**src/rtl/ccnt_run_sequencer_pkg.sv**
```systemverilog
// Shared definitions for the run sequencer: state encoding and default widths.
// State values are fixed (IDLE=0, EXEC=1, DONE=2) so external decoders agree.
package ccnt_run_sequencer_pkg;

   localparam int CTX_ADDR_W_DEF = 10;
   localparam int RUN_CYC_W_DEF  = 16;

   typedef enum logic [1:0] {
      ST_IDLE = 2'd0,
      ST_EXEC = 2'd1,
      ST_DONE = 2'd2
   } run_state_t;

endpackage

```
**src/rtl/ccnt_run_sequencer.sv**
```systemverilog
// Run-trigger responder: acknowledges a held trigger, then counts CCNT down to 0 with context enable.
// Latency: acknowledge 1 cycle after trigger sample; EN_I low freezes all state (no drops).
// SYNC_RESP_RUN_CYCLES_EN adds LAST_RUN_CYCLES_O, busy-cycle count of the last completed run.
module ccnt_run_sequencer
   import ccnt_run_sequencer_pkg::*;
#(
   parameter int CONTEXT_ADDR_WIDTH = CTX_ADDR_W_DEF,
   parameter int RUN_CYCLES_WIDTH   = RUN_CYC_W_DEF
) (
   input  logic                          CGRA_CLK_I,
   input  logic                          RST_N_I,
   input  logic                          EN_I,
   input  logic                          TRIGGER_RUN_I,
   input  logic [CONTEXT_ADDR_WIDTH-1:0] START_ADDR_I,
   input  logic                          IS_HYBRID_I,
   input  logic                          ABORT_I,
   input  logic                          CLEAR_ERR_I,
   output logic                          RUN_STARTED_O,
   output logic [CONTEXT_ADDR_WIDTH-1:0] CCNT_O,
   output logic                          CONTEXT_EN_O,
   output logic                          HYBRID_RUN_O,
   output logic                          RUN_DONE_O,
   output logic                          BUSY_O,
   output logic                          OVERRUN_O
`ifdef SYNC_RESP_RUN_CYCLES_EN
   ,
   output logic [RUN_CYCLES_WIDTH-1:0]   LAST_RUN_CYCLES_O
`endif
);

   run_state_t                    r_state;
   logic [CONTEXT_ADDR_WIDTH-1:0] r_ccnt;
   logic                          r_run_started;
   logic                          r_ctx_en;
   logic                          r_hybrid;
   logic                          r_run_done;
   logic                          r_busy;
   logic                          r_overrun;

   logic                          w_accept;
   logic                          w_ovr_evt;

   assign w_accept  = (r_state == ST_IDLE) && TRIGGER_RUN_I && !ABORT_I;
   // The requester still holds the trigger while it sees the acknowledge; that sample is benign.
   assign w_ovr_evt = (r_state != ST_IDLE) && TRIGGER_RUN_I && !r_run_started;

   always_ff @(posedge CGRA_CLK_I or negedge RST_N_I) begin
      if (!RST_N_I) begin
         r_state       <= ST_IDLE;
         r_ccnt        <= '1;
         r_run_started <= 1'b0;
         r_ctx_en      <= 1'b0;
         r_hybrid      <= 1'b0;
         r_run_done    <= 1'b0;
         r_busy        <= 1'b0;
         r_overrun     <= 1'b0;
      end else if (EN_I) begin
         r_run_started <= 1'b0;

         if (w_ovr_evt)
            r_overrun <= 1'b1;
         else if (CLEAR_ERR_I)
            r_overrun <= 1'b0;

         if ((r_state != ST_IDLE) && ABORT_I) begin
            r_state    <= ST_IDLE;
            r_ccnt     <= '1;
            r_ctx_en   <= 1'b0;
            r_hybrid   <= 1'b0;
            r_run_done <= 1'b0;
            r_busy     <= 1'b0;
         end else begin
            case (r_state)
               ST_IDLE: begin
                  if (w_accept) begin
                     r_state       <= ST_EXEC;
                     r_ccnt        <= START_ADDR_I;
                     r_run_started <= 1'b1;
                     r_ctx_en      <= 1'b1;
                     r_hybrid      <= IS_HYBRID_I;
                     r_busy        <= 1'b1;
                  end
               end
               ST_EXEC: begin
                  if (r_ccnt != '0) begin
                     r_ccnt <= r_ccnt - CONTEXT_ADDR_WIDTH'(1);
                  end else begin
                     r_state    <= ST_DONE;
                     r_ctx_en   <= 1'b0;
                     r_run_done <= 1'b1;
                  end
               end
               ST_DONE: begin
                  r_state    <= ST_IDLE;
                  r_run_done <= 1'b0;
                  r_busy     <= 1'b0;
                  r_hybrid   <= 1'b0;
               end
               default: begin
                  r_state <= ST_IDLE;
               end
            endcase
         end
      end
   end

   assign RUN_STARTED_O = r_run_started;
   assign CCNT_O        = r_ccnt;
   assign CONTEXT_EN_O  = r_ctx_en;
   assign HYBRID_RUN_O  = r_hybrid;
   assign RUN_DONE_O    = r_run_done;
   assign BUSY_O        = r_busy;
   assign OVERRUN_O     = r_overrun;

`ifdef SYNC_RESP_RUN_CYCLES_EN
   logic [RUN_CYCLES_WIDTH-1:0] r_run_cycles;
   logic [RUN_CYCLES_WIDTH-1:0] r_last_run_cycles;
   logic [RUN_CYCLES_WIDTH-1:0] w_cycles_inc;

   assign w_cycles_inc = (&r_run_cycles) ? r_run_cycles
                                         : r_run_cycles + RUN_CYCLES_WIDTH'(1);

   // Counts wall-clock busy cycles, so it keeps running while EN_I is low.
   always_ff @(posedge CGRA_CLK_I or negedge RST_N_I) begin
      if (!RST_N_I) begin
         r_run_cycles      <= '0;
         r_last_run_cycles <= '0;
      end else begin
         if (EN_I && w_accept)
            r_run_cycles <= '0;
         else if (r_busy)
            r_run_cycles <= w_cycles_inc;

         if (EN_I && (r_state == ST_DONE) && !ABORT_I)
            r_last_run_cycles <= w_cycles_inc;
      end
   end

   assign LAST_RUN_CYCLES_O = r_last_run_cycles;
`endif

endmodule

```
**config.mk**
```make
export PLATFORM = sky130hd
export DESIGN_NAME = ccnt_run_sequencer
export DESIGN_NICKNAME = d
export VERILOG_FILES = /design/src/rtl/ccnt_run_sequencer_pkg.sv /design/src/rtl/ccnt_run_sequencer.sv
export SDC_FILE = /design/constraint.sdc
export NUM_CORES = 1
export LEC_CHECK = 0
export BUFFER_PORTS_ARGS = -buffer_cell sky130_fd_sc_hd__buf_4
export CELL_PAD_IN_SITES_DETAIL_PLACEMENT = 1
export CELL_PAD_IN_SITES_GLOBAL_PLACEMENT = 2
export CORE_UTILIZATION = 34
export CTS_BUF_LIST = sky130_fd_sc_hd__clkbuf_2 sky130_fd_sc_hd__clkbuf_4 sky130_fd_sc_hd__clkbuf_8
export DETAILED_ROUTE_END_ITERATION = 8
export PLACE_DENSITY = 0.87
export SYNTH_ARGS = -nofsm -noshare
export SYNTH_HDL_FRONTEND = slang
export SYNTH_SLANG_ARGS = --single-unit
```
**constraint.sdc**
```tcl
create_clock -name CGRA_CLK_I -period 2.73 [get_ports CGRA_CLK_I]
set_input_delay 0.4095 -clock CGRA_CLK_I [delete_from_list [all_inputs] [get_ports CGRA_CLK_I]]
set_output_delay 0.4095 -clock CGRA_CLK_I [all_outputs]
set_load 0.1 [all_outputs]
```
==> load_flow_metrics.sql <==
INSERT INTO impl_metrics (metric_group, metric, value, unit) VALUES
('placement', 'place_congestion', '0.789', ''),
('clocking', 'cts_setup_buffers', '0', ''),
('timing', 'timing.final.hold_violations', '0', ''),
('power_and_ir_drop', 'power_per_cell_area', '1080', 'nW/um^2'),
('global_routing', 'groute.usage.overall', '18.8', '%'),
('critical_path', 'path_class', 'reg2reg', ''),
('synth', 'syn-cell-area', '1190', 'sq um'),
('layout', 'regArea', '463', 'sq um'),
('synth', 'seq_area_frac_synth', '39.0', '%'),
('synth', 'yosysWarnings', '0', ''),
('layout', 'filler_cell_count', '422', ''),
('layout', 'multi_input_area', '659', 'sq um'),
('global_routing', 'first_global_vias', '1095', ''),
('synth', 'synth_seq_cells', '18', ''),
('floorplan', 'effective_utilization_at_floorplan', '35.5', '%'),
('critical_path', 'crit_path_max_fanout', '6', ''),
('outcome', 'outcome', 'finished clean', ''),
('route', 'viasPerCell', '5.38', ''),
('timing', 'fin_crit_sh', '70.1', '%'),
('placement', 'port_buffers', '32', ''),
('floorplan', 'die_w', '61.1', 'microns'),
('power_and_ir_drop', 'vdd_drop_max', '0.556', 'mV'),
('critical_path', 'r2r.worst_path.cells', '6', ''),
('floorplan', 'core.rowCount', '21', ''),
('global_routing', 'grt_pass1_wl', '5150', 'microns'),
('route', 'drt-wirelength-per-cell', '15.3', 'microns'),
('placement', 'hpwl', '2420', 'microns'),
('hold_path', 'holdPathStages', '3', ''),
('placement', 'post-place-cells', '205', ''),
('floorplan', 'io-pin-count', '33', ''),
('power_and_ir_drop', 'post-layout-total-power', '0.00162', 'W'),
('clocking', 'cts.sink_count', '18', ''),
('layout', 'post_route_cells_drive_above_1_share', '36.0', '%'),
('route', 'route.final.wire_length', '3200', 'microns'),
('clocking', 'numCtsBuffers', '3', ''),
('clocking', 'tritoncts', 'yes', ''),
('clocking', 'cts-hold-fix-buffers', '1', ''),
('route', 'drt_iter0_drc', '43', ''),
('synth', 'yosysUniqueCellTypes', '39', ''),
('power_and_ir_drop', 'power.sequential.fraction', '31.4', '%'),
('global_routing', 'grt.overflow.total', '0', ''),
('critical_path', 'cp_cell_sequence', 'inv_1 -> ha_1 -> nor4b_4 -> nand3b_2 -> or3_1 -> o21ai_0', ''),
('run', 'number_of_maximum_capacitance_violations', '0', ''),
('clocking', 'cts-htree-levels', '1', ''),
('critical_path', 'cp.arrival', '2.14', 'ns'),
('route', 'antenna_left', '0', ''),
('hold_path', 'min_from', 'IS_HYBRID_I', ''),
('synth', 'ys_top_cells_by_area', 'dfstp_2 (22%), dfrtp_1 (17%), nand2_1 (5.4%)', ''),
('power_and_ir_drop', 'static-leakage-power', '0.629', 'nW'),
('critical_path', 'critical_path.startpoint_type', 'register', ''),
('critical_path', 'data_required_time_of_the_critical_path', '2.96', 'ns'),
('critical_path', 'critical_path.slowest_cell', 'or3_1', ''),
('critical_path', 'worst_path_dominant_cell_family', 'simple AND/OR/NAND/NOR gates', ''),
('critical_path', 'cp.buffers_inverters', '1', ''),
('layout', 'num_antenna_cells', '0', ''),
('clocking', 'insertion_delay', '0.30', 'ns'),
('critical_path', 'crit-reg2reg-launch', 'CCNT_O[0]$_DFFE_PN1P_', ''),
('synth', 'syn-num-nets', '150', ''),
('floorplan', 'die_h', '61.1', 'microns'),
('synth', 'yosys.area.top_type_share', '22.2', '%'),
('power_and_ir_drop', 'comb_power_share', '58.9', '%'),
('timing', 'worst_rel_slew_slack', '56.6', '%'),
('route', 'first_pass_iters', '4', ''),
('route', 'dr_total_vias', '1130', ''),
('critical_path', 'critical_path.reg2reg.endpoint', 'r_state[1]$_DFFE_PN0P_', ''),
('timing', 'finalClockSkew', '0.00716', 'ns'),
('clocking', 'clockRootBuffer', 'clkbuf_4', ''),
('layout', 'layout_overhead_on_the_synthesized_area', '25.9', '%'),
('critical_path', 'slowest_delay', '0.42', 'ns'),
('power_and_ir_drop', 'p_sw', '0.000931', 'W'),
('timing', 'finalSetupViolCount', '0', '');
==> synth_stat cells (all sizes together) <==
library cell / count
nor2: 8
and2: 1
mux2i: 2
nand2b: 5
nand4: 5
a21oi: 9
nand2: 17
buf: 5
o31ai: 1
or3: 2
or2b: 1
and3: 1
nor4b: 1
inv: 5
o21ai: 10
or3b: 1
nor3: 3
dfstp: 10
or2: 1
ha: 1
nand3b: 3
clkbuf: 2
nor4: 1
nand4b: 2
o211a: 1
nor2b: 3
dfrtp: 8
a211o: 1
o22ai: 6
o211ai: 1
nand3: 4
a22oi: 5
a31o: 1
a31oi: 3
o22a: 1
nor3b: 1
==> cells by family after synthesis <==
| logic type | synth area share, % |
|---|---|
| and+or+nand+nor | 30.3 |
| adders and majority gates | 1.05 |
| buffers and inverters | 5.38 |
| muxes | 1.69 |
| AOI/OAI and AO/OA | 22.6 |
| DFF | 39.0 |
==> final cells by class <==
class	instances	share of cell area (%)
Multi-Input combinational cell	102	44.1
Sequential cell	18	31.0
Timing Repair Buffer	35	17.8
Tap cell	46	3.85
Clock buffer	4	2.01
Inverter	5	1.26
==> routing by layer <==
layer  vias up  routed length, microns  GRT usage [%]
li1        547                       -              -
met1       559                    1490           25.4
met2        22                    1580           30.7
met3         2                     118           2.73
met4         0                      15           6.82
met5         -                       0              0
==> placed cells by master (no fill, tap or decap), drive strengths merged, types with 2 or more instances in the layout <==
| cell | instances |
|---|---|
| nand2b | 5 |
| a21oi | 9 |
| nand4 | 5 |
| or3 | 2 |
| nand4b | 2 |
| o22ai | 6 |
| buf | 34 |
| inv | 5 |
| o21ai | 10 |
| dfrtp | 8 |
| a31oi | 3 |
| nand2 | 17 |
| nor2 | 8 |
| mux2i | 2 |
| nor3 | 3 |
| nand3b | 3 |
| nor2b | 3 |
| dfstp | 10 |
| a22oi | 5 |
| clkbuf | 4 |
| nand3 | 4 |
==> registers in the layout (all words and copies together), names as in the netlist <==
name	flops
RUN_DONE_O	1
CCNT_O	10
CONTEXT_EN_O	1
RUN_STARTED_O	1
BUSY_O	1
r_state	2
HYBRID_RUN_O	1
OVERRUN_O	1
==> power groups by stage <==
stage | Combinational, W | Sequential, W | Clock [W]
3_5_place_dp | 0.000955 | 0.000512 | 0
3_3_place_gp | 0.000949 | 0.000504 | 0
2_1_floorplan | 0.000249 | 0.00102 | 0
5_1_grt | 0.000998 | 0.000524 | 0.000171
6_report | 0.000952 | 0.000507 | 0.000158
4_1_cts | 0.000957 | 0.000508 | 0.000162
==> stage by stage <==
step | hold slack, ns | cell area [sq um] | setup slack, ns | utilization, %
floorplan | 0.114 | 1190 | 0.801 | -
finish | 0.352 | 1490 | 0.817 | 44.8
global route | 0.362 | 1490 | 0.639 | 44.8
detailed placement | 0.304 | 1450 | 0.833 | 43.6
CTS | 0.356 | 1490 | 0.798 | 44.8
global placement | 0.302 | 1450 | 0.844 | 43.6
==> tightest hold or removal path: cells and delay by family <==
| kind | cells | cell delay [ns] |
|---|---|---|
| AND/OR/NAND/NOR | 2 | 0.14 |
| buffers and inverters | 1 | 0.08 |
==> worst max path at each step <==
| stage | startpoint | endpoint | slack, ns | cells past startpoint |
|---|---|---|---|---|
| 3_3_place_gp | CCNT_O[0]$_DFFE_PN1P_ | r_state[1]$_DFFE_PN0P_ | 0.84 | 6 |
| 3_5_place_dp | CCNT_O[0]$_DFFE_PN1P_ | r_state[1]$_DFFE_PN0P_ | 0.83 | 6 |
| 4_1_cts | CCNT_O[0]$_DFFE_PN1P_ | r_state[1]$_DFFE_PN0P_ | 0.80 | 6 |
| 6_report | CCNT_O[0]$_DFFE_PN1P_ | r_state[1]$_DFFE_PN0P_ | 0.82 | 6 |
| 2_1_floorplan | CCNT_O[0]$_DFFE_PN1P_ | CCNT_O[5]$_DFFE_PN1P_ | 0.80 | 7 |
| 5_1_grt | CCNT_O[0]$_DFFE_PN1P_ | r_state[1]$_DFFE_PN0P_ | 0.64 | 6 |
Power figures use the tool's default switching activity.
